===== config.mk =====
export PLATFORM = sky130hd
export DESIGN_NAME = clk_div_multi
export DESIGN_NICKNAME = d
export VERILOG_FILES = /design/src/rtl/clk_div_pkg.sv /design/src/rtl/phase_acc_ch.sv /design/src/rtl/clk_div_multi.sv
export SDC_FILE = /design/constraint.sdc
export NUM_CORES = 1
export LEC_CHECK = 0
export ABC_AREA = 1
export CAP_MARGIN = 20
export CORE_UTILIZATION = 50
export DETAILED_ROUTE_END_ITERATION = 8
export DONT_BUFFER_PORTS = 1
export GPL_TIMING_DRIVEN = 0
export REMOVE_ABC_BUFFERS = 1
export SYNTH_ARGS = -nofsm -noshare
export SYNTH_HDL_FRONTEND = slang
export SYNTH_HIERARCHICAL = 1
export SYNTH_SLANG_ARGS = --single-unit

===== constraint.sdc =====
create_clock -name CLKFPGA -period 4.5 [get_ports CLKFPGA]
set_input_delay 1.35 -clock CLKFPGA [delete_from_list [all_inputs] [get_ports CLKFPGA]]
set_output_delay 1.35 -clock CLKFPGA [all_outputs]
set_load 0.02 [all_outputs]

===== src/rtl/clk_div_pkg.sv =====
// rtl/clk_div_pkg.sv - shared types, defaults and helpers for the clock-enable generator
package clk_div_pkg;

    function automatic int clog2(input int value);
        int r;
        r = 0;
        for (int v = value - 1; v > 0; v = v >> 1) begin
            r = r + 1;
        end
        return r;
    endfunction

    function automatic int lock_cnt_width(input int lock_cycles);
        return clog2(lock_cycles + 1);
    endfunction

    localparam int ACC_W_DEF       = 16;
    localparam int LOCK_CYCLES_DEF = 16;
    localparam int LOCK_CNT_W_DEF  = lock_cnt_width(LOCK_CYCLES_DEF);

    typedef enum logic {
        ST_COUNT  = 1'b0,
        ST_LOCKED = 1'b1
    } lock_state_t;

endpackage


===== src/rtl/phase_acc_ch.sv =====
// rtl/phase_acc_ch.sv - one fractional phase-accumulator channel with gated carry strobe
module phase_acc_ch #(
    parameter int ACC_W = 16,
    parameter logic [ACC_W-1:0] INC_RST = '0
) (
    input  logic             clk,
    input  logic             resetn,
    input  logic             load,
    input  logic [ACC_W-1:0] load_inc,
    input  logic             gate,
    output logic             en,
    output logic             sq
);

    logic [ACC_W-1:0] acc;
    logic [ACC_W-1:0] inc;
    logic [ACC_W:0]   sum;

    assign sum = {1'b0, acc} + {1'b0, inc};

    // A load restarts the phase from zero so the new rate begins cleanly next edge.
    always_ff @(posedge clk) begin
        if (!resetn) begin
            acc <= '0;
            inc <= INC_RST;
            en  <= 1'b0;
            sq  <= 1'b0;
        end else if (load) begin
            acc <= '0;
            inc <= load_inc;
            en  <= 1'b0;
            sq  <= 1'b0;
        end else begin
            acc <= sum[ACC_W-1:0];
            en  <= sum[ACC_W] & gate;
            sq  <= sum[ACC_W-1];
        end
    end

endmodule


===== src/rtl/clk_div_multi.sv =====
// rtl/clk_div_multi.sv - multi-channel runtime-programmable clock-enable generator with lock flag
module clk_div_multi
    import clk_div_pkg::*;
#(
    parameter int NUM_CH = 2,
    parameter int ACC_W = ACC_W_DEF,
    parameter int LOCK_CYCLES = LOCK_CYCLES_DEF,
    parameter logic [NUM_CH*ACC_W-1:0] INC_INIT = {16'h3D71, 16'h4000},
    localparam int CH_W = (NUM_CH > 2) ? clog2(NUM_CH) : 1
) (
    input  logic              CLKFPGA,
    input  logic              RST,
    input  logic              CFG_WE,
    input  logic [CH_W-1:0]   CFG_CH,
    input  logic [ACC_W-1:0]  CFG_INC,
    output logic              CFG_ACK,
    output logic [NUM_CH-1:0] CLK_EN,
    output logic [NUM_CH-1:0] CLK_SQ,
    output logic              LOCKED
);

    localparam int LOCK_CNT_W = lock_cnt_width(LOCK_CYCLES);
    localparam logic [LOCK_CNT_W-1:0] LOCK_LAST = LOCK_CNT_W'(LOCK_CYCLES - 1);
    localparam logic [CH_W:0] NUM_CH_V = (CH_W + 1)'(NUM_CH);

    lock_state_t           state, state_nxt;
    logic [LOCK_CNT_W-1:0] cnt, cnt_nxt;
    logic                  locked_nxt;
    logic                  wr_ok;

    assign wr_ok = CFG_WE && ({1'b0, CFG_CH} < NUM_CH_V);

    always_ff @(posedge CLKFPGA) begin
        if (!RST) begin
            state   <= ST_COUNT;
            cnt     <= '0;
            LOCKED  <= 1'b0;
            CFG_ACK <= 1'b0;
        end else begin
            state   <= state_nxt;
            cnt     <= cnt_nxt;
            LOCKED  <= locked_nxt;
            CFG_ACK <= wr_ok;
        end
    end

    // Any accepted write restarts the settle window, regardless of current state.
    always_comb begin
        state_nxt = state;
        cnt_nxt   = cnt;
        if (wr_ok) begin
            state_nxt = ST_COUNT;
            cnt_nxt   = '0;
        end else begin
            case (state)
                ST_COUNT: begin
                    if (cnt == LOCK_LAST) begin
                        state_nxt = ST_LOCKED;
                    end else begin
                        cnt_nxt = cnt + 1'b1;
                    end
                end
                ST_LOCKED: state_nxt = ST_LOCKED;
                default:   state_nxt = ST_COUNT;
            endcase
        end
        locked_nxt = (state_nxt == ST_LOCKED);
    end

    for (genvar g = 0; g < NUM_CH; g++) begin : g_ch
        phase_acc_ch #(
            .ACC_W   (ACC_W),
            .INC_RST (INC_INIT[g*ACC_W +: ACC_W])
        ) u_ch (
            .clk      (CLKFPGA),
            .resetn   (RST),
            .load     (wr_ok && (CFG_CH == CH_W'(g))),
            .load_inc (CFG_INC),
            .gate     (locked_nxt),
            .en       (CLK_EN[g]),
            .sq       (CLK_SQ[g])
        );
    end

endmodule


# Word level (Yosys, flattened, before mapping)
# Index checks and enable logic that the tools add are counted.
[word_totals]
inputBits = 20
out_inout_bits = 6
register_bits = 75
wordCells = 30
[op_classes]
n_eq_ne = 1
mux = 3
addsub = 3
n_reduce_logical = 6
n_bitwise = 6
[ops]
columns = ["op", "n"]
rows = [
  ["$add A16 B16 Y17", 2],
  ["$reduce_or A2 Y1", 3],
  ["$add A5 B1 Y5 const B", 1],
  ["$eq A5 B4 Y1 const B", 1],
  ["$not A1 Y1", 4],
  ["$and A1 B1 Y1", 2],
  ["$logic_and A1 B1 Y1", 2],
  ["$mux W1", 2],
  ["$pmux W1 S2", 1],
  ["$reduce_and A2 Y1", 1],
]

# Logic depth before layout (Yosys ltp)
[logic_depth]
ltp_word = 5
ltp_mapped = 11

# Cells and area by module
# Netlist, hierarchy kept.
[by_module_without_submodules]
columns = ["module", "instances", "seq_area_each_um2", "cells_each", "area_each_um2"]
rows = [
  ["phase_acc_ch at g_ch[0].u_ch", 1, 660.6, 291, 1963.1],
  ["phase_acc_ch at g_ch[1].u_ch", 1, 660.6, 292, 1896.8],
  ["clk_div_multi", 1, 140.1, 44, 332.8],
]

# Least setup slack after synthesis
# No wires, ideal clock.
[synth_timing]
kind = "input to register"
from = "input port CFG_WE"
to = "register g_ch[0].u_ch.inc[10]"
setup_ns = 0.116
required_time_ns = 4.384
n_path_buf = 1
slack_ns = 2.152
path_stages = 6
arrival_ns = 2.232
path_cell_list = "inv_1 -> nor2_1 -> inv_1 -> buf_2 -> nor2_1 -> nor2_1"
[synth_between]
elab_chain_cells = 1
[synth_rtl]
columns = ["item", "line", "rtl"]
rows = [
  ["from (decl)", "clk_div_multi.sv:13", "input logic CFG_WE,"],
  ["$logic_and A1 B1 Y1", "clk_div_multi.sv:77", ".load (wr_ok && (CFG_CH == CH_W'(g))),"],
  ["to (signal assigned)", "phase_acc_ch.sv:30", "inc <= load_inc;"],
  ["to (decl)", "phase_acc_ch.sv:16", "logic [ACC_W-1:0] inc;"],
]
# No other way between the ends.
# A chain may end at the register's enable or synchronous reset.

# Worst setup path in the final report
[layout_timing]
from = "input port CFG_CH"
to = "register g_ch[1].u_ch.acc[8]"
[layout_between]
elab_chain_cells = 2
[layout_rtl]
columns = ["item", "line", "rtl"]
rows = [
  ["from (decl)", "clk_div_multi.sv:14", "input logic [CH_W-1:0] CFG_CH,"],
  ["$logic_and A1 B1 Y1", "clk_div_multi.sv:77", ""],
  ["$reduce_or A2 Y1 (no line)", "n/a", ""],
  ["to (signal assigned)", "phase_acc_ch.sv:34", "acc <= sum[ACC_W-1:0];"],
  ["to (decl)", "phase_acc_ch.sv:15", "logic [ACC_W-1:0] acc;"],
]
# No other way between the ends.

==> summary.md <==
| Metric | Value |
|---|---|
| Reg2reg path depth | 8 |
| CTS tree | yes |
| Post-cts resize count | 0 |
| WHS Endpoint | g_ch[1].u_ch/inc[10] |
| Area Growth Syn to Fin | 6.12% |
| Leading cell type in the layout, fill and taps excluded | nand2_1 |
| Number of port buffers | 0 |
| Max incr delay on CP | 600 ps |
| Final worst slack | 2120 ps |
| Leakage | 2.38 nW |
| Initial Utilization | 51.3% |
| Die height | 93.6 um |
| Critical Path, Cell by Cell | nand2_1, inv_1, nor2_2, inv_1, nor3b_1 |
| GR Overflow Total | 0 |
| Status | complete, no violations |
| Predominant post-synthesis flop cell | dfxtp_1 |
| Inserted Clock Buffers | 9 |
| FF/Latch Area | 1460 sq um |
| Syn_area_per_cell | 6.69 sq um |
| Final antenna-violating net count | 0 |
| Sw power | 532 uW |
| Sw Share | 32.6% |
| Post-CTS setup buffers | 0 |
| Count of warnings emitted by yosys | 6 |
| Worst path slowest cell | nor2_2 |
| Core area | 8180 sq um |
| Clock slew at reported path FFs | 80 ps |
| Total track usage | 21.4% |
| Synth Cell Area | 4190 sq um |
| Clk network pwr share | 30.0% |
| Worst clock skew | 8.32 ps |
| Cells after synthesis | 627 |
| Fin crit share | 52.9% |
| Vias post-DR | 3560 |
| Die width | 93.6 um |
| Final setup viols | 0 |
| Min Tclk post-route | 2380 ps |
| Clock Latency Late Sink | 340 ps |
| Pint | 1.10 mW |
| Startpoint types | input port |
| Layout fillers | 832 |
| Largest net degree at the start of global routing | 37 |
| Register bit total from synthesis | 73 |
| Initial antenna violation count | 0 |
| WL per Instance | 11.4 um |
| Reg2reg end | g_ch[1].u_ch/en |
| Hold crit path type | reg2reg |
| CP top delay family | simple AND/OR/NAND/NOR gates |
| Crit-path max FO | 18 |
| Crit path from | CFG_CH |
| Area contributors post-synth | dfxtp_1 35%, nand2_1 16%, ha_1 10%, nor2_1 9.3%, inv_1 7.3% |
| Die area | 8760 sq um |
| Post-synth top area cell | dfxtp_1 |
| Top cell type's share of synthesized area | 34.9% |
| Total of max-cap violations | 0 |
| Total Neg Setup Slack | 0 ps |
| Post-synth cell types | 34 |
| Post-synthesis sequential area ratio | 34.9% |
| Multi-input logic area | 2340 sq um |
| Reg2reg start | cnt[0] |
| CP Class | in2reg |
| Final nets | 685 |
| CTS root buf | clkbuf_8 |
| Global-route wire length before repair | 14700 um |
| Clock Path Buffers | 2 |
| Layout cell share with drive strength beyond 1 | 8.37% |
| Hold Buf Count CTS | 0 |
| CTS Sinks | 73 |
| Final WL | 8410 um |
| WP buf/inv | 2 |
| Site Rows | 33 |
| Min-delay src | g_ch[1].u_ch/inc[10] |
| RSZ-0062 raised after global routing | false |
| R2R Setup Slk | 2760 ps |
| Slew @ Worst Pin | 654 ps |
| RD Place Congestion | 0.840 |
| I/O pin count | 26 |
| Pre-CTS WS | 1360 ps |
| Most frequent cells in the layout | 177 x nand2_1, 104 x nor2_1, 81 x inv_1 |
| Post-synth EDFFs | 0 |
| H-tree depth | 3 |
| Starting DRT DRC Count | 126 |
| Fmax | 0.420 GHz |
| Vias in the first global route | 3340 |
| Max Slew Vio Count | 0 |
| Crit end category | flop |
| DRC Markers | 0 |
| VDD IR-drop max | 0.158 mV |
| Vias per cell | 4.82 |
| Slew HR | 56.3% |
| Min-Delay Path Depth | 2 |
| Required @ worst endpoint | 4760 ps |
| Combinational Power Share | 24.8% |
| DPL Wire Length | 6470 um |
| DR pass1 iterations | 7 |
| Pwr Density | 367 nW/um^2 |
| N_diodes | 0 |
| Count of final hold-check violations | 0 |
| Most frequent CP cell | inv_1 |
| CP arrival | 2640 ps |
| Asr flop ratio synth | 0% |
| Reg power frac | 45.2% |
[power groups by stage]
| stage | Clock (mW) | Combinational (mW) | Sequential (mW) |
|---|---|---|---|
| after floorplan | 0 | 0.332 | 0.744 |
| after global placement | 0 | 0.395 | 0.752 |
| after detailed placement | 0 | 0.405 | 0.754 |
| after CTS | 0.506 | 0.407 | 0.739 |
| after global routing | 0.533 | 0.477 | 0.746 |
| final | 0.490 | 0.405 | 0.739 |
[worst reg2reg max path, cell delays in order, from the launching register on]
cell     delay (ps)
dfxtp_1         360
ha_1            230
nand2_1         100
nor2_1           60
ha_1            190
nor2_2          380
nor2_1          140
nand2_1         110
a21oi_1          50
[cell type report]
| class | count | area share, % |
|---|---|---|
| multi-input cells | 455 | 52.6 |
| flip-flops and latches | 73 | 32.8 |
| inverters | 89 | 7.51 |
| clock buffers | 11 | 2.95 |
| well taps | 105 | 2.95 |
| clock inverters | 4 | 1.01 |
| repair buffers | 1 | 0.169 |
[synth_stat cells, types with 2 or more instances]
cell type    n
fa_1         2
o21ai_2      3
inv_1       81
inv_2        8
nor2_1     104
nand3_1     27
a21oi_1     33
nor3_2       3
dfxtp_1     73
ha_1        34
nand3b_1     3
a211oi_1     2
buf_4        2
nor2_2       4
nand2_2     12
buf_2        5
nand3_2      2
nand2_1    177
o21ai_0     33
or2_0        2
clkbuf_1     2
nor3_1       3
[per-layer routing]
metal / GRT usage (%) / wire, um / vias to the layer above
met1: 26.6 / 4150 / 1571
li1: - / - / 1955
met3: 3.90 / 177 / 10
met4: 7.95 / 156 / 0
met2: 36.7 / 3930 / 24
met5: 0 / 0 / -
[kinds of logic after synthesis]
kind of cell,Yosys count,synth area share (%)
AOI/OAI and AO/OA,73,9.46
adders and majority gates,36,11.1
buffers and inverters,99,9.37
DFF,73,34.9
and+or+nand+nor,346,35.2
[through the flow]
stage / hold WS, ps / power (mW) / cells / area, sq um / util (%)
3_5_place_dp: 455 / 1.16 / 722 / 4270 / 52.2
5_1_grt: 512 / 1.76 / 738 / 4450 / 54.4
4_1_cts: 475 / 1.65 / 737 / 4440 / 54.3
2_1_floorplan: 433 / 1.08 / 617 / 4130 / -
6_report: 475 / 1.63 / 738 / 4450 / 54.4
3_3_place_gp: 451 / 1.15 / 722 / 4270 / 52.2
[flip-flops by register name, summed over array words and instances (netlist names)]
| register | count |
|---|---|
| CFG_ACK | 1 |
| cnt | 5 |
| g_ch.u_ch/acc | 30 |
| g_ch.u_ch/en | 2 |
| g_ch.u_ch/inc | 32 |
| g_ch.u_ch/sq | 2 |
| state | 1 |
[worst max-delay path by stage]
stage                           end  slack [ps]  cells past startpoint
2_1_floorplan  g_ch[0].u_ch/inc[15]        1890                      5
3_3_place_gp    g_ch[0].u_ch/inc[0]        1400                      5
3_5_place_dp    g_ch[0].u_ch/inc[0]        1360                      5
4_1_cts         g_ch[0].u_ch/inc[8]        1720                      5
5_1_grt         g_ch[1].u_ch/acc[8]        1950                      5
6_report        g_ch[1].u_ch/acc[8]        2120                      5
Note: power is estimated with default switching activity, not from simulation.
